==> config.mk <==
export PLATFORM = sky130hd
export DESIGN_NAME = bf_program_loader
export DESIGN_NICKNAME = d
export VERILOG_FILES = /design/src/rtl/bf_pkg.sv /design/src/rtl/bf_char_decode.sv /design/src/rtl/bf_program_loader.sv
export SDC_FILE = /design/constraint.sdc
export NUM_CORES = 1
export LEC_CHECK = 0
export CAP_MARGIN = 0
export CORE_ASPECT_RATIO = 0.9
export CORE_UTILIZATION = 42
export CTS_CLUSTER_DIAMETER = 80
export DETAILED_ROUTE_END_ITERATION = 8
export PLACE_DENSITY_LB_ADDON = 0.15
export SYNTH_ARGS = -nofsm -noshare
export SYNTH_HDL_FRONTEND = slang
export SYNTH_SLANG_ARGS = --single-unit
==> constraint.sdc <==
create_clock -name clock -period 1.82 [get_ports clock]
set_input_delay 0.182 -clock clock [delete_from_list [all_inputs] [get_ports clock]]
set_output_delay 0.182 -clock clock [all_outputs]
set_load 0.1 [all_outputs]
==> src/rtl/bf_pkg.sv <==
// Shared types and constants for the BF program loader and character decoder.
package bf_pkg;

  localparam int unsigned OPC_W = 4;

  typedef enum logic [OPC_W-1:0] {
    OP_HALT  = 4'd0,
    OP_INC   = 4'd1,
    OP_DEC   = 4'd2,
    OP_RIGHT = 4'd3,
    OP_LEFT  = 4'd4,
    OP_OUT   = 4'd5,
    OP_IN    = 4'd6,
    OP_JMPF  = 4'd7,
    OP_JMPB  = 4'd8
  } op_e;

  localparam logic [7:0] CH_INC   = 8'h2B;  // '+'
  localparam logic [7:0] CH_DEC   = 8'h2D;  // '-'
  localparam logic [7:0] CH_RIGHT = 8'h3E;  // '>'
  localparam logic [7:0] CH_LEFT  = 8'h3C;  // '<'
  localparam logic [7:0] CH_OUT   = 8'h2E;  // '.'
  localparam logic [7:0] CH_IN    = 8'h2C;  // ','
  localparam logic [7:0] CH_JMPF  = 8'h5B;  // '['
  localparam logic [7:0] CH_JMPB  = 8'h5D;  // ']'
  localparam logic [7:0] CH_TERM  = 8'h00;

  typedef enum logic [1:0] {
    ST_IDLE,
    ST_LOAD,
    ST_DONE,
    ST_ERROR
  } ld_state_e;

  typedef struct packed {
    logic is_cmd;
    logic is_term;
    op_e  opcode;
  } dec_t;

endpackage

==> src/rtl/bf_char_decode.sv <==
// Combinational ASCII-to-opcode classifier; also intended for the UART echo path.
module bf_char_decode
  import bf_pkg::*;
(
  input  logic [7:0] byte_in,
  output dec_t       dec_c
);

  always_comb begin
    dec_c = '{is_cmd: 1'b1, is_term: 1'b0, opcode: OP_HALT};
    case (byte_in)
      CH_INC:   dec_c.opcode = OP_INC;
      CH_DEC:   dec_c.opcode = OP_DEC;
      CH_RIGHT: dec_c.opcode = OP_RIGHT;
      CH_LEFT:  dec_c.opcode = OP_LEFT;
      CH_OUT:   dec_c.opcode = OP_OUT;
      CH_IN:    dec_c.opcode = OP_IN;
      CH_JMPF:  dec_c.opcode = OP_JMPF;
      CH_JMPB:  dec_c.opcode = OP_JMPB;
      CH_TERM: begin
        dec_c.is_cmd  = 1'b0;
        dec_c.is_term = 1'b1;
      end
      default:  dec_c.is_cmd = 1'b0;
    endcase
  end

endmodule

==> src/rtl/bf_program_loader.sv <==
// Streams ASCII BF source into program memory as opcodes, terminated by HALT.
// Define BF_BRACKET_CHECK_EN to abort loads with unbalanced brackets.
module bf_program_loader
  import bf_pkg::*;
#(
  parameter int unsigned ADDR_W  = 8,
  parameter int unsigned OP_W    = 4,
  parameter int unsigned DEPTH_W = 8
) (
  input  logic              clock,
  input  logic              reset,
  input  logic              start,
  input  logic [7:0]        byte_in,
  input  logic              byte_valid,
  output logic              byte_ready,
  output logic [ADDR_W-1:0] pm_addr,
  output logic [OP_W-1:0]   pm_data,
  output logic              pm_we,
  output logic              done,
  output logic [ADDR_W-1:0] prog_len,
  output logic              error
);

  if (ADDR_W < 1 || OP_W < OPC_W || DEPTH_W < 1) begin : g_param_check
    $error("bf_program_loader: unsupported parameter set");
  end

  // Top address is kept free so HALT always fits.
  localparam logic [ADDR_W-1:0] LAST_ADDR = '1;

  ld_state_e         state_q, state_d;
  logic [ADDR_W-1:0] len_q, len_d;
  logic [ADDR_W-1:0] pm_addr_q, pm_addr_d;
  logic [OP_W-1:0]   pm_data_q, pm_data_d;
  logic              pm_we_q, pm_we_d;
  logic              done_q, done_d;
  logic              error_q, error_d;
  logic              ready_q, ready_d;
  logic              accept;
  logic              cmd_ok;
  logic              halt_ok;
  dec_t              dec_c;

`ifdef BF_BRACKET_CHECK_EN
  localparam logic [DEPTH_W-1:0] DEPTH_MAX = '1;
  logic [DEPTH_W-1:0] depth_q, depth_d;
`endif

  bf_char_decode u_decode (
    .byte_in (byte_in),
    .dec_c   (dec_c)
  );

  assign accept = byte_valid && ready_q;

  always_comb begin
    state_d   = state_q;
    len_d     = len_q;
    pm_addr_d = pm_addr_q;
    pm_data_d = pm_data_q;
    pm_we_d   = 1'b0;
    cmd_ok    = 1'b1;
    halt_ok   = 1'b1;
`ifdef BF_BRACKET_CHECK_EN
    depth_d   = depth_q;
    cmd_ok    = !((dec_c.opcode == OP_JMPF) && (depth_q == DEPTH_MAX)) &&
                !((dec_c.opcode == OP_JMPB) && (depth_q == '0));
    halt_ok   = (depth_q == '0);
`endif

    case (state_q)
      ST_LOAD: begin
        if (accept && dec_c.is_term) begin
          if (halt_ok) begin
            pm_we_d   = 1'b1;
            pm_addr_d = len_q;
            pm_data_d = OP_W'(OP_HALT);
            state_d   = ST_DONE;
          end else begin
            state_d = ST_ERROR;
          end
        end else if (accept && dec_c.is_cmd) begin
          // Capacity check comes before any bracket or pointer update.
          if (len_q == LAST_ADDR || !cmd_ok) begin
            state_d = ST_ERROR;
          end else begin
            pm_we_d   = 1'b1;
            pm_addr_d = len_q;
            pm_data_d = OP_W'(dec_c.opcode);
            len_d     = len_q + ADDR_W'(1);
`ifdef BF_BRACKET_CHECK_EN
            if (dec_c.opcode == OP_JMPF) depth_d = depth_q + DEPTH_W'(1);
            if (dec_c.opcode == OP_JMPB) depth_d = depth_q - DEPTH_W'(1);
`endif
          end
        end
      end
      ST_IDLE, ST_DONE, ST_ERROR: begin
        if (start) begin
          state_d = ST_LOAD;
          len_d   = '0;
`ifdef BF_BRACKET_CHECK_EN
          depth_d = '0;
`endif
        end
      end
      default: state_d = ST_IDLE;
    endcase

    ready_d = (state_d == ST_LOAD);
    done_d  = (state_d == ST_DONE);
    error_d = (state_d == ST_ERROR);
  end

  always_ff @(posedge clock or negedge reset) begin
    if (!reset) begin
      state_q   <= ST_IDLE;
      len_q     <= '0;
      pm_addr_q <= '0;
      pm_data_q <= '0;
      pm_we_q   <= 1'b0;
      done_q    <= 1'b0;
      error_q   <= 1'b0;
      ready_q   <= 1'b0;
    end else begin
      state_q   <= state_d;
      len_q     <= len_d;
      pm_addr_q <= pm_addr_d;
      pm_data_q <= pm_data_d;
      pm_we_q   <= pm_we_d;
      done_q    <= done_d;
      error_q   <= error_d;
      ready_q   <= ready_d;
    end
  end

`ifdef BF_BRACKET_CHECK_EN
  always_ff @(posedge clock or negedge reset) begin
    if (!reset) depth_q <= '0;
    else        depth_q <= depth_d;
  end
`endif

  assign byte_ready = ready_q;
  assign pm_addr    = pm_addr_q;
  assign pm_data    = pm_data_q;
  assign pm_we      = pm_we_q;
  assign done       = done_q;
  assign prog_len   = len_q;
  assign error      = error_q;

endmodule
-- After elaboration in Yosys (flattened, before gate mapping)
Index checks and enable logic that the tools add are counted.
- flip-flop bits (word level): 26
- input port bits: 12
- add/sub/neg operators: 1
- equal/unequal tests: 20
- multiplexer cells: 23
- reduce and logical (&&, ||, !) cells: 10
- operators with widths (kind ; count):
    8-bit 2-to-1 mux ; 7
    8-bit by 6-bit equality test with 1-bit output (second input constant) ; 6
    4-bit one-hot mux with 8 select lines ; 1
    8-bit by 7-bit equality test with 1-bit output (second input constant) ; 2
    8-bit one-hot mux with 2 select lines ; 1
    4-bit 2-to-1 mux ; 3
    2-bit != test (second input constant) ; 5
    8-bit by 1-bit adder with 8-bit output (second input constant) ; 1
    2-bit equality test (second input constant) ; 4
    8-bit equality test (second input constant) ; 1
    8-bit logical NOT ; 1
    2-bit 2-to-1 mux ; 4
    8-bit OR reduction ; 1
    1-bit 2-to-1 mux ; 6
    2-bit by 1-bit equality test with 1-bit output (second input constant) ; 2
    2-bit one-hot mux with 2 select lines ; 1
    4-bit AND reduction ; 1
    1-bit logical AND ; 3
    3-bit AND reduction ; 1
    3-bit OR reduction ; 1
    2-bit logical NOT ; 1
    2-bit nonzero test ; 1

-- Logic depth before layout (Yosys ltp)
Gate-level depths: netlist of run 1.
- word-level depth: 8
- depth in mapped cells: 7

-- Modules after synthesis
Synthesis of run 1 repeated with hierarchy kept, for this count alone.
- cell total of the unflattened synthesis: 126
- area, all modules: 1358.8 um^2
- by module, submodules not included (module ; instances ; cells an instance ; area each (um^2) ; seq. area each (um^2)):
    bf_program_loader ; 1 ; 98 ; 1153.6 ; 650.6
    bf_char_decode ; 1 ; 28 ; 205.2 ; 0.0

-- Worst setup path after synthesis of run 1
No wires, ideal clock.
- path type: register to register
- from: register len_q[0] (netlist: prog_len[0])
- to: register len_q[5] (netlist: prog_len[5])
- setup time: 0.101 ns
- data arrival time: 2.322 ns
- required time: 1.719 ns
- path slack: -0.603 ns
- stages on the path, launching flop included: 8
- path buffers: 1
- cell sequence: dfrtp_1 > ha_1 > and3_1 > nand4_1 > nand2_1 > clkbuf_1 > o311ai_0 > o31ai_1
- word-level cells in the longest chain between the ends: 5
- RTL lines (element ; line ; text):
    from (decl) ; bf_program_loader.sv:32 ; logic [ADDR_W-1:0] len_q, len_d;
    from (signal assigned) ; bf_program_loader.sv:127 ; len_q <= len_d;
    8-bit by 1-bit adder with 8-bit output ; bf_program_loader.sv:90 ; len_d = len_q + ADDR_W'(1);
    8-bit 2-to-1 mux ; bf_program_loader.sv:84 ; if (len_q == LAST_ADDR || !cmd_ok) begin
    8-bit 2-to-1 mux ; bf_program_loader.sv:82 ; end else if (accept && dec_c.is_cmd) begin
    8-bit 2-to-1 mux ; bf_program_loader.sv:73 ; if (accept && dec_c.is_term) begin
    8-bit one-hot mux with 2 select lines ; bf_program_loader.sv:71 ; case (state_q)
Parallel ways exist; a longest one is shown, timed or not. The select of a mux whose other input is x is not followed.
A chain may end at the register's enable or synchronous reset.

-- Worst setup path after layout of run 1
- from: register len_q[0] (netlist: prog_len[0])
- to: register pm_addr_q[4] (netlist: pm_addr[4])
- word-level cells in the longest chain between the ends: 3
- RTL lines (element ; line ; text):
    8-bit equality test ; bf_program_loader.sv:84 ;
    2-bit != test (no source line) ; n/a ;
    3-bit AND reduction (no source line) ; n/a ;
    to (signal assigned) ; bf_program_loader.sv:128 ; pm_addr_q <= pm_addr_d;
    to (decl) ; bf_program_loader.sv:33 ; logic [ADDR_W-1:0] pm_addr_q, pm_addr_d;
Every way passes these cells.

==> results.sh, run 1 <==
export IMPL_cts_path_max_buffers=2
export IMPL_syn_inst=115
export IMPL_ys_types=35
export IMPL_p_per_area_mw_per_mm2=760.3
export IMPL_r2r_start="prog_len[0]"
export IMPL_ys_async_sr_fraction_pct=100.0
export IMPL_combPwrFrac_pct=33.9
export IMPL_p_int_uw=1010
export IMPL_drc=0
export IMPL_yosysWarnings=0
export IMPL_cp_start_kind="flip-flop"
export IMPL_hold_slack_ns=0.2035
export IMPL_dp_cells=219
export IMPL_synth_main_ff_cell="dfrtp_1"
export IMPL_wire_per_inst_um=15.62
export IMPL_layout_nets=202
export IMPL_worstSetupEndpointType="flip-flop"
export IMPL_fillers=210
export IMPL_pre_cts_ws_ns=-0.5162
export IMPL_slew_viol_final=0
export IMPL_rrSetupSlack_ns=-0.02
export IMPL_first_iter_violations=64
export IMPL_coreArea_sq_mm=0.002815
export IMPL_total_leakage_power_uw=0.0009334
export IMPL_insertion_delay_ns=0.32
export IMPL_drv_cap=0
export IMPL_rsz0062_at_grt="true"
export IMPL_dp_hpwl_um=2500
export IMPL_r2r_end="pm_addr[4]"
export IMPL_antenna_found_initial=0
export IMPL_drtAntennaViolNets=0
export IMPL_synth_cell_area_sq_mm=0.001269
export IMPL_swShare_pct=36.43
export IMPL_drt_wl_total_um=3562
export IMPL_synth_edf_count=0
export IMPL_min_period_ns=1.841
export IMPL_first_pass_iters=4
export IMPL_tns_ns=-0.09333
export IMPL_worst_slack_ns=-0.02120
export IMPL_p_switching_uw=578.7
export IMPL_outcome="finished with violations"
export IMPL_yosys_register_bits=26
export IMPL_min_path_type="primary input to asynchronous set/reset pin"
export IMPL_grt_usage_pct=24.17
export IMPL_diodes=0
export IMPL_clock_skew_final_ns=0.0009986
export IMPL_critPathLaunch="prog_len[0]"
export IMPL_drive_above_1_share_pct=55.32
export IMPL_area_growth_pct=64.69
export IMPL_p_seq_share_pct=40.8
export IMPL_path_clk_slew_ns=0.14
export IMPL_max_freq_ghz=0.5431
export IMPL_utilization_pct=74.22
export IMPL_cts_sinks=26
export IMPL_worstSetupPathType="flip-flop to flip-flop"
export IMPL_worst_ep_required_time_ns=2.05
export IMPL_ys_seq_area_share_pct=51.28
export IMPL_cts_root_buf="clkbuf_4"
export IMPL_clkPwrFrac_pct=25.3
export IMPL_ios=36
export IMPL_tightest_slew_ns=0.4951
export IMPL_setup_violations=6
export IMPL_via_per_inst=5.500
export IMPL_numCtsBuffers=3
export IMPL_dieArea_sq_mm=0.003245
export IMPL_syn_avg_cell_area_sq_um=11.03
export IMPL_period_share_pct=101.2
export IMPL_fp_row_count=18
export IMPL_htree_levels=1
export IMPL_start_util_pct=45.07
export IMPL_io_buffers=35
export IMPL_vias=1254
export IMPL_synth_nets=128
export IMPL_grt_pass1_wl_um=5671
export IMPL_critical_path_max_fanout=5
export IMPL_grt_pass1_vias=1222
export IMPL_final_cells=228
export IMPL_reg2reg_depth=6
export IMPL_cp_data_arrival_time_ns=2.07
export IMPL_slew_headroom_pct=66.69
export IMPL_fp_dieH_um=54.14
export IMPL_grt_overflow=0
export IMPL_violations="negative setup slack"
export IMPL_grt_max_degree=27
export IMPL_die_w_um=59.94
export IMPL_vdd_drop_max_v=0.0005991
export IMPL_final_hold_viol_count=0
export IMPL_gp_congestion=0.8582
export IMPL_cts_tree="done"
-- power by group through the flow --
stage               sequential (uW)  clock, uW  combinational, uW
detailed placement              659          0                522
CTS                             649        406                534
global placement                654          0                508
finish                          648        402                539
global route                    653        431                564
floorplan                       916          0               79.7
-- layout make-up --
type                       count  area (sq um)  share of cell area (%)
multi-input combinational     83         739.5                   35.39
sequential                    26         666.9                   31.92
timing repair buffer          71         565.5                   27.07
tap                           40         50.05                   2.395
clock inverter                 1         30.03                   1.437
clock buffer                   3         22.52                   1.078
inverter                       4         15.01                  0.7186
-- registers in the layout (all words and copies together), names as in the netlist --
register,cells
pm_addr,8
prog_len,8
pm_data,4
state_q,2
byte_ready,1
done,1
error,1
pm_we,1
-- cells in the final DEF, fill, tap and decap left out, types with 3 or more instances in the layout --
master and count:
buf_4 59, dfrtp_1 17, mux2_4 8, dfrtp_2 7, nand3_1 6, clkdlybuf4s50_1 6, nand2_1 4, inv_1 4
a21oi_1 4, o311ai_2 4, o31ai_2 4, o211ai_1 4, o21ai_1 4, nand2b_1 3, nor2_1 3, clkbuf_4 3
dlygate4sd2_1 3
-- worst max path at each step --
stage / cells past startpoint / end
floorplan: 6 / pm_addr[0]
global placement: 6 / pm_addr[4]
detailed placement: 6 / pm_addr[2]
CTS: 6 / pm_addr[4]
global route: 7 / prog_len[5]
finish: 6 / pm_addr[4]
-- synthesized netlist by cell type, types with 3 or more instances --
cell type	count	area, sq um
inv_1	4	15.01
nand3_1	7	35.03
o21ai_0	6	30.03
dfrtp_1	26	650.6
o31ai_1	6	45.04
a21oi_1	4	20.02
nor2_1	4	15.01
o311ai_0	6	52.55
nand2_1	5	18.77
mux2_2	8	90.09
o211ai_1	4	30.03
nand2b_1	3	18.77
-- worst max-delay path, stage by stage, from the launching register on --
cell and delay (ns):
dfrtp_4 0.52, ha_4 0.17, and3_4 0.15, nand4_1 0.12, nand2_2 0.14, o21ai_4 0.31, mux2_4 0.34
-- logic make-up (layout without fill, tap and decap cells) --
| kind of cell | count (synthesis) | count (layout) | share of synthesized area (%) |
|---|---|---|---|
| simple gates | 39 | 39 | 17.85 |
| flops | 26 | 26 | 51.28 |
| buf+inv | 7 | 79 | 2.169 |
| mux | 9 | 9 | 7.890 |
| fa+ha+maj | 1 | 1 | 0.9860 |
| compound gates | 33 | 34 | 19.82 |
-- timing repair --
action | CTS | global route
hold endpoints to repair | 0 | 0
cloned | 1 | 0
hold buffers | 0 | 0
setup buffers | 4 | 0
gates resized for setup | 19 | 13
endpoints found under the setup margin | 21 | 22
pin swaps | 13 | 2
-- stage by stage --
step           total power [uW]  cell area (sq um)
2_1_floorplan             995.6               1318
3_3_place_gp               1162               1873
3_5_place_dp               1181               1873
4_1_cts                    1589               2034
5_1_grt                    1648               2090
6_report                   1589               2090
-- routing by layer --
layer  wire length [um]  global-route usage, %
met5                  0                      0
met4                 46                  8.915
met3                204                  5.288
met2               1758                  39.44
met1               1552                  31.53
Power figures use the tool's default switching activity.
==> run 2, diff against run 1 <==
--- a/config.mk
+++ b/config.mk
@@ -7,6 +7,7 @@
 export LEC_CHECK = 0
 export CAP_MARGIN = 0
 export CORE_ASPECT_RATIO = 0.9
+export CORE_MARGIN = 3
 export CORE_UTILIZATION = 42
 export CTS_CLUSTER_DIAMETER = 80
 export DETAILED_ROUTE_END_ITERATION = 8
==> run 2 against run 1 <==
Effect of this change: the flow still finishes with violations (negative setup slack); clock skew rose by 0.0011 ns; total power shrank 6.3%; critical path depth increased by 1; combinational power grew 1%; clock-buffer cell count increased by 1; hold slack gained 0.013 ns; via count grew 2.2%; cell area up 2.7%; maximum frequency shrank 2.0%; routed wire length up 8.6%; critical path type unchanged; highest routed layer unchanged.
==> results.sh, run 2 (synthesis gave the netlist of run 1 again) <==
export IMPL_slew_viol_final=0
export IMPL_p_per_area_mw_per_mm2=693.3
export IMPL_htree_levels=1
export IMPL_reg2reg_depth=7
export IMPL_insertion_delay_ns=0.32
export IMPL_first_pass_iters=4
export IMPL_violations="negative setup slack"
export IMPL_total_leakage_power_uw=0.0009389
export IMPL_dp_hpwl_um=2413
export IMPL_numCtsBuffers=3
export IMPL_period_share_pct=103.2
export IMPL_ctsHoldBuffers=0
export IMPL_fp_dieH_um=58.14
export IMPL_final_common_cell="buf_4"
export IMPL_first_iter_violations=43
export IMPL_final_cell_mix="buf_4 (56), dfrtp_1 (17), clkdlybuf4s50_1 (8)"
export IMPL_cp_start_kind="flip-flop"
export IMPL_area_growth_pct=69.13
export IMPL_crit_slowest_cell="dfrtp_4"
export IMPL_clock_skew_final_ns=0.002053
export IMPL_drv_cap=0
export IMPL_drive_above_1_share_pct=56.38
export IMPL_dieArea_sq_mm=0.003717
export IMPL_max_freq_ghz=0.5322
export IMPL_drc=0
export IMPL_cts_root_buf="clkbuf_4"
export IMPL_grt_max_degree=27
export IMPL_cts_sinks=26
export IMPL_path_clk_slew_ns=0.14
export IMPL_cp_cell_sequence="ha_4 > and3_4 > nand4_1 > nand2_2 > o21ai_4 > buf_6 > mux2_2"
export IMPL_grt_pass1_vias=1201
export IMPL_vdd_drop_max_v=0.0004243
export IMPL_min_path_type="primary input to asynchronous set/reset pin"
export IMPL_outcome="finished with violations"
export IMPL_worst_ep_required_time_ns=2.04
export IMPL_worstSetupPathType="flip-flop to flip-flop"
export IMPL_cp_num_buf_inv=1
export IMPL_diodes=0
export IMPL_setup_violations=10
export IMPL_drtAntennaViolNets=0
export IMPL_start_util_pct=45.07
export IMPL_cp_depth=7
export IMPL_ios=36
export IMPL_cpLargestDelayFamily="flip-flops"
export IMPL_via_per_inst=5.623
export IMPL_final_hold_viol_count=0
export IMPL_io_buffers=35
export IMPL_layout_nets=202
export IMPL_critical_path_max_fanout=5
export IMPL_tns_ns=-0.2845
export IMPL_grt_pass1_wl_um=5561
export IMPL_grt_overflow=0
export IMPL_cp_data_arrival_time_ns=2.10
export IMPL_worst_slack_ns=-0.05900
export IMPL_antenna_found_initial=0
export IMPL_cpPeakStageDelay_ns=0.52
export IMPL_vias=1282
export IMPL_cts_tree="done"
export IMPL_gp_congestion=0.8504
export IMPL_rsz0062_at_grt="true"
export IMPL_cts_path_max_buffers=2
export IMPL_utilization_pct=76.22
export IMPL_drt_wl_total_um=3870
export IMPL_worstSetupEndpointType="flip-flop"
export IMPL_tightest_slew_ns=0.4638
export IMPL_fp_row_count=18
export IMPL_grt_usage_pct=18.88
export IMPL_die_w_um=63.94
export IMPL_min_period_ns=1.879
export IMPL_coreArea_sq_mm=0.002815
export IMPL_slew_headroom_pct=69.00
export IMPL_wire_per_inst_um=16.97
run 2: worst reg2reg max path: stages (launching register included):
cell     delay, ns
dfrtp_4       0.52
ha_4          0.17
and3_4        0.15
nand4_1       0.13
nand2_2       0.11
o21ai_4       0.21
buf_6         0.16
mux2_2        0.33
run 2: timing repair:
| action | 4_1_cts | 5_1_grt |
|---|---|---|
| setup endpoints to repair | 22 | 22 |
| setup buffers | 3 | 4 |
| pin swaps | 10 | 7 |
| gates resized for setup | 13 | 27 |
run 2: final timing paths:
path	start	endpoint	slack (ns)
worst max-delay path	prog_len[1]	pm_addr[4]	-0.06
worst min-delay path	reset	state_q[1]	0.22
worst max register to register	prog_len[1]	pm_addr[4]	-0.06
worst min register to register	pm_addr[5]	pm_addr[5]	0.53
max in group asynchronous	reset	prog_len[1]	1.33
min in group clock	byte_in[4]	pm_data[2]	0.45
run 2: power by group:
part           internal [uW]  total [uW]  switching [uW]
combinational            168         547             379
sequential               620         648            27.5
clock                    122         293             171
total                    911        1490             577
run 2: cell type report:
| cell class | count | area (sq um) |
|---|---|---|
| Timing Repair Buffer | 72 | 590.6 |
| Inverter | 4 | 15.01 |
| Clock buffer | 4 | 36.28 |
| Fill cell | 196 | 669.4 |
| Multi-Input combinational cell | 82 | 787.0 |
| Tap cell | 40 | 50.05 |
| Sequential cell | 26 | 666.9 |
run 2: per-layer routing:
| layer | global-route usage, % | routed length [um] | vias up |
|---|---|---|---|
| li1 | - | - | 590 |
| met1 | 25.31 | 1572 | 631 |
| met2 | 31.08 | 1997 | 53 |
| met3 | 4.651 | 230 | 8 |
| met4 | 4.308 | 70 | 0 |
| met5 | 0 | 0 | - |
run 2: stage by stage:
step | hold WS [ns] | cell area (sq um) | worst slack (ns) | total power (uW) | instances
3_5_place_dp | 0.4923 | 1866 | -0.5677 | 1171 | 218
5_1_grt | 0.2361 | 2146 | -0.1065 | 1555 | 228
3_3_place_gp | 0.4922 | 1866 | -0.4552 | 1163 | 218
6_report | 0.2168 | 2146 | -0.05900 | 1488 | 228
4_1_cts | 0.2292 | 1979 | -0.03697 | 1464 | 225
2_1_floorplan | -0.1136 | 1318 | -0.1867 | 995.6 | 115
==> run 3, diff against run 2 <==
--- a/config.mk
+++ b/config.mk
@@ -11,6 +11,7 @@
 export CORE_UTILIZATION = 42
 export CTS_CLUSTER_DIAMETER = 80
 export DETAILED_ROUTE_END_ITERATION = 8
+export MAX_ROUTING_LAYER = met4
 export PLACE_DENSITY_LB_ADDON = 0.15
 export SYNTH_ARGS = -nofsm -noshare
 export SYNTH_HDL_FRONTEND = slang
==> run 3 against run 2 <==
Effect of this change: the flow still finishes with violations (negative setup slack); non-clock buffer count unchanged; clock skew is 0.0041 ns higher; cell area did not move; die area did not move; sequential power is essentially flat; worst setup slack gained 0.010 ns.
==> results.sh, run 3 (synthesis gave the netlist of run 1 again) <==
export IMPL_ios=36
export IMPL_period_share_pct=102.7
export IMPL_antenna_found_initial=0
export IMPL_cp_start_kind="flip-flop"
export IMPL_utilization_pct=76.22
export IMPL_gp_congestion=0.8638
export IMPL_grt_pass1_wl_um=5561
export IMPL_min_period_ns=1.869
export IMPL_worstSetupEndpointType="flip-flop"
export IMPL_io_buffers=35
export IMPL_htree_levels=1
export IMPL_fp_row_count=18
export IMPL_setup_violations=10
export IMPL_via_per_inst=5.610
export IMPL_drt_wl_total_um=3878
export IMPL_p_per_area_mw_per_mm2=691.9
export IMPL_numCtsBuffers=3
export IMPL_first_pass_iters=4
export IMPL_drc=0
export IMPL_area_growth_pct=69.13
export IMPL_max_freq_ghz=0.5351
export IMPL_cp_data_arrival_time_ns=2.09
export IMPL_drive_above_1_share_pct=56.38
export IMPL_dp_hpwl_um=2413
export IMPL_violations="negative setup slack"
export IMPL_tightest_slew_ns=0.4623
export IMPL_first_iter_violations=84
export IMPL_min_path_type="primary input to asynchronous set/reset pin"
export IMPL_total_leakage_power_uw=0.0009389
export IMPL_start_util_pct=45.07
export IMPL_ctsHoldBuffers=0
export IMPL_fp_dieH_um=58.14
export IMPL_critical_path_max_fanout=5
export IMPL_outcome="finished with violations"
export IMPL_final_common_cell="buf_4"
export IMPL_diodes=0
export IMPL_slew_headroom_pct=69.11
export IMPL_worst_ep_required_time_ns=2.05
export IMPL_die_w_um=63.94
export IMPL_drv_cap=0
export IMPL_cts_sinks=26
export IMPL_clock_skew_final_ns=0.006120
export IMPL_grt_max_degree=27
export IMPL_cts_tree="done"
export IMPL_final_cell_mix="buf_4 (56), dfrtp_1 (17), clkdlybuf4s50_1 (8)"
export IMPL_layout_nets=202
export IMPL_drtAntennaViolNets=0
export IMPL_slew_viol_final=0
export IMPL_hold_slack_ns=0.2153
export IMPL_path_clk_slew_ns=0.14
export IMPL_vias=1279
export IMPL_coreArea_sq_mm=0.002815
export IMPL_final_cells=228
export IMPL_cts_root_buf="clkbuf_4"
export IMPL_wire_per_inst_um=17.01
export IMPL_tns_ns=-0.2489
export IMPL_vdd_drop_max_v=0.0004233
export IMPL_final_hold_viol_count=0
export IMPL_worstSetupPathType="flip-flop to flip-flop"
export IMPL_grt_pass1_vias=1202
export IMPL_insertion_delay_ns=0.32
export IMPL_cts_path_max_buffers=2
export IMPL_grt_overflow=0
export IMPL_worst_slack_ns=-0.04896
export IMPL_grt_usage_pct=19.47
export IMPL_rsz0062_at_grt="true"
export IMPL_dp_cells=218
export IMPL_dieArea_sq_mm=0.003717
==> run 3: cell counts in the layout (fill, tap and decap cells not counted) <==
Identical to the previous run, type by type.
==> run 3: final timing paths <==
| kind | start | depth (start not counted) | slack (ns) | to |
|---|---|---|---|---|
| setup / recovery | prog_len[1] | 7 | -0.05 | pm_addr[4] |
| hold / removal | reset | 2 | 0.22 | prog_len[1] |
| setup reg to reg | prog_len[1] | 7 | -0.05 | pm_addr[4] |
| hold reg to reg | pm_addr[5] | 1 | 0.53 | pm_addr[5] |
| max in group asynchronous | reset | 2 | 1.34 | prog_len[0] |
| min in group clock | byte_in[4] | 5 | 0.44 | pm_data[2] |
==> run 3: through the flow <==
| stage | cell area (sq um) | power, uW | setup slack (ns) |
|---|---|---|---|
| after floorplan | 1318 | 995.6 | -0.1867 |
| after global placement | 1866 | 1163 | -0.4552 |
| after detailed placement | 1866 | 1171 | -0.5677 |
| after CTS | 1979 | 1464 | -0.03697 |
| after global routing | 2146 | 1554 | -0.1065 |
| final | 2146 | 1485 | -0.04896 |
==> run 3: area by class of cell <==
cell class              count  area (sq um)
clock buffers               4         36.28
repair buffers             72         590.6
flip-flops and latches     26         666.9
inverters                   4         15.01
fillers                   196         669.4
well taps                  40         50.05
multi-input cells          82         787.0
==> run 3: per-layer routing <==
layer  GRT usage [%]  vias up  share of wire [%]
li1                -      592                  -
met1           25.56      638                 43
met2           31.08       43                 51
met3           4.264        6                5.3
met4           4.308        0                1.6
met5               -        -                  0
==> run 3: critical path, cell delays in order, from the launching register on <==
cell,delay (ns)
dfrtp_4,0.52
ha_4,0.17
and3_4,0.15
nand4_1,0.13
nand2_2,0.12
o21ai_4,0.20
buf_6,0.15
mux2_2,0.33
==> run 3: repair_timing <==
| item | in CTS | in global routing |
|---|---|---|
| setup buffers | 3 | 4 |
| pin swaps | 10 | 7 |
| setup endpoints to repair | 22 | 22 |
| gates resized for setup | 13 | 27 |
==> run 3: report_power, final <==
group          internal, uW  total (uW)  switching [uW]
registers               620         647            27.2
logic                   168         547             379
clock network           122         290             168
total                   911        1480             574
==> edit 1: new RTL, settings of run 1 <==
Encoding of `ld_state_e`: now one-hot (4 bits for 4 states).
--- a/src/rtl/bf_pkg.sv
+++ b/src/rtl/bf_pkg.sv
@@ -25,11 +25,11 @@
   localparam logic [7:0] CH_JMPB  = 8'h5D;  // ']'
   localparam logic [7:0] CH_TERM  = 8'h00;
 
-  typedef enum logic [1:0] {
-    ST_IDLE,
-    ST_LOAD,
-    ST_DONE,
-    ST_ERROR
+  typedef enum logic [3:0] {
+    ST_IDLE  = 4'b0001,
+    ST_LOAD  = 4'b0010,
+    ST_DONE  = 4'b0100,
+    ST_ERROR = 4'b1000
   } ld_state_e;
 
   typedef struct packed {
Formal check against the unedited RTL: same outputs for any inputs over 10 cycles, from zero or initial values and one cycle with reset low; not proved beyond that.
==> edit 1 against run 1 <==
The run still ends with negative setup slack left; design area grew 8.6%; count of clock-buffer cells in the layout grew 1; power shrank 4.9%; synthesized cell count grew 24%; non-clock buffer count grew 1; critical path depth is the same; sequential cell count grew 2; wire length grew 8.7%; die area grew 15%; worst setup slack lost 0.19 ns; area after synthesis grew 16%; largest power group unchanged; highest routed layer unchanged.
==> edit 1: results <==
group,metric,value,unit
status,violations,"negative setup slack",
layout,nets,232,
layout,nonClkBufAreaFrac,0.250,
synthesis,synth_compound_area_frac,0.147,
sta,layout_setup_ws,-0.213,ns
layout,clock_area_frac,0.0243,
clock_tree,clk_pin_slew,0.09,ns
global_route,use_met3,0.0197,
global_route,grt_max_degree,29,
sta,setup_viol,18,
critical_path,r2r-start,"state_q[0]",
power,ir_worst_vdd,0.000352,V
sta,worstMarginPinSlew,0.375,ns
global_route,gr-usage-met1,0.312,
layout,multiInputGateArea,857,sq um
global_route,grtUsageTotal,0.226,
global_route,grt_use_met2,0.385,
synthesis,yosysUniqueCellTypes,40,
synthesis,yosys-mux-area-fraction,0.0765,
status,status,"complete, but fails checks",
die,dieArea,3740,sq um
synthesis,synthXorXnorAreaFrac,0.0119,
clock_tree,cts_sinks,28,
drt,drtIter0Drc,79,
layout,fill_cells,276,
drt,wl_met2,1940,um
clock_tree,clk_latency,0.26,ns
drt,drt-met1-wl,1760,um
layout,multi_input_cells,111,
critical_path,crit_path_top_delay_cell,"or4b_4",
## edit 1: changes by cell type in the layout (fill, tap and decap cells not counted), sizes merged, moves of 3 or more
cell and delta:
clkdlybuf4s50 +4, nand3b +3, or2 -3, nand2 +7, o31ai -5, o311ai -5
or3 +3, nor2 +6, nand3 +5, o21ai +4
## edit 1: metrics by stage
stage	hold WS, ns	util	setup TNS [ns]	instances	setup WS, ns
CTS	0.295	0.674	-1.00	262	-0.157
global route	0.316	0.676	-3.20	262	-0.268
floorplan	-0.114	-	-1.51	143	-0.122
finish	0.282	0.676	-1.94	262	-0.213
global placement	0.493	0.626	-6.31	253	-0.387
detailed placement	0.497	0.626	-7.07	253	-0.419
## edit 1: where the power goes
group / leakage (nW) / switching, mW / internal, mW
clock: 0.0288 / 0.178 / 0.193
combinational: 0.668 / 0.291 / 0.165
sequential: 0.369 / 0.0157 / 0.667
total: 1.07 / 0.485 / 1.03
==> edit 2: new RTL, settings of run 1 <==
Without the edit above. `OP_W`: 4 -> 5.
--- a/src/rtl/bf_program_loader.sv
+++ b/src/rtl/bf_program_loader.sv
@@ -4,7 +4,7 @@
   import bf_pkg::*;
 #(
   parameter int unsigned ADDR_W  = 8,
-  parameter int unsigned OP_W    = 4,
+  parameter int unsigned OP_W    = 5,
   parameter int unsigned DEPTH_W = 8
 ) (
   input  logic              clock,
Ports: changed (resized pm_data); port bits go from 36 to 37. No check against the original RTL was run, so the function may have changed too.
==> edit 2 against run 1 <==
The flow still finishes with violations (negative setup slack); area after synthesis increased by 0.89%; sequential cell count unchanged; clock skew rose by 0.0035 ns; synthesized cell count grew 1.7%; power increased by 1.7%; global-route usage is 0.84 points lower; worst setup slack worse by 0.060 ns; design area increased by 4.1%; non-clock buffer count is 1 lower; clock power rose by 4%; core utilization up 3.0 points; sequential share of layout area down 1.2 points; wire length grew 19%; critical path type is now input pin to flop; largest cell class unchanged; largest power group unchanged.
==> edit 2: results <==
group,metric,value,unit
status,status,"complete, but fails checks",
status,violations,"negative setup slack",
place,placedCellCount,218,
sta,setup_viol,17,
place,gp_congestion,0.821,
clock_tree,clock-root-buffer,"clkbuf_4",
synthesis,yosysSeqAreaShare,0.508,
drt,vias,1316,
critical_path,startpoint,"byte_in[1]",
place,place_area,1860,sq um
global_route,grt_pass1_wl,5570,um
global_route,antenna_found_initial,0,
sta,layout_setup_ws,-0.0814,ns
critical_path,r2r-start,"prog_len[1]",
critical_path,cp-endpoint,"pm_addr[4]",
drt,drtIter0Drc,40,
clock_tree,clk_pin_slew,0.16,ns
global_route,grt_pass1_vias,1196,
synthesis,syn_nets,130,
synthesis,avgSynthCellArea,10.9,sq um
drt,drt-pass1-iter-count,4,
synthesis,yosysUniqueCellTypes,37,
min_path,hold_path_class,"input pin to asynchronous set/reset pin",
power,p_leak,0.942,nW
critical_path,crit_path_top_delay_cell,"nor4_1",
layout,drive_above_1_share,0.559,
critical_path,max_stage_delay,0.50,ns
synthesis,yosys_warnings,0,
clock_tree,clk_latency,0.34,ns
place,dp_hpwl,2390,um
drt,routedWlPerCell,18.6,um
global_route,grt_max_degree,27,
global_route,grt_use_met2,0.388,
global_route,grtUsageTotal,0.233,
drt,totalWireLength,4230,um
synthesis,synth_ff_type,"dfrtp_1",
sta,worstMarginPinSlew,0.561,ns
critical_path,r2r_setup_slack,-0.07,ns
drt,drt-met1-wl,1830,um
drt,wl_met3,142,um
power,ir_worst_vdd,0.000613,V
synthesis,synthTopCellsByArea,"dfrtp_1, mux2_2, o311ai_0, o31ai_1, nand3_1",
sta,timing.hold.ws,0.190,ns
critical_path,reg2reg_to,"byte_ready",
critical_path,cp_max_fo,6,
layout,fill_cells,184,
drt,wl_met2,2190,um
clock_tree,cts_buffers,3,
critical_path,critPathArrivalTime,2.14,ns
global_route,gr-usage-met1,0.314,
sta,skew,0.00451,ns
global_route,use_met3,0.0355,
## edit 2: changes by cell type after synthesis
cell | before | now
conb_1 | 0 | 1
buf_4 | 0 | 1
## edit 2: logic make-up (layout without fill, tap and decap cells)
group | after synthesis | after routing | synth area share
fa+ha+maj | 1 | 1 | 0.00977
buf+inv | 8 | 78 | 0.0274
flops | 26 | 26 | 0.508
other cells | 1 | 1 | 0.00293
compound gates | 33 | 34 | 0.196
mux | 9 | 9 | 0.0782
simple gates | 39 | 39 | 0.177
## edit 2: stage by stage
step                TNS (ns)  setup WS (ns)
finish                -0.893        -0.0814
global route           -1.97         -0.143
CTS                        0        0.00197
detailed placement    -11.45         -0.559
global placement       -9.87         -0.498
floorplan              -2.05         -0.187
## edit 2: critical path: cells and delay by family
family | cells | cell delay [ns]
buffers and inverters | 3 | 0.74
AO/OA/AOI/OAI | 1 | 0.16
multiplexers | 1 | 0.29
AND/OR/NAND/NOR | 2 | 0.77
## edit 2: final cells by class
cell class                 instances  area, sq um  share of cell area
inverter                           4         15.0             0.00690
sequential                        26          667               0.307
clock buffer                       3         22.5              0.0104
multi-input combinational         84          805               0.370
tap                               40         50.0              0.0230
timing repair buffer              70          586               0.269
clock inverter                     1         30.0              0.0138
## edit 2: repair_timing
| action | in CTS | in global routing |
|---|---|---|
| hold buffers | 0 | 0 |
| gates resized for setup | 16 | 29 |
| pin swaps | 9 | 3 |
| gates cloned | 1 | 1 |
| endpoints found under the setup margin | 23 | 18 |
| buffers inserted | 3 | 1 |
## edit 2: report_power, final
group / switching [mW] / total [mW] / leakage (nW) / internal [mW]
sequential: 0.0271 / 0.648 / 0.334 / 0.620
combinational: 0.389 / 0.551 / 0.580 / 0.161
clock: 0.194 / 0.417 / 0.0279 / 0.223
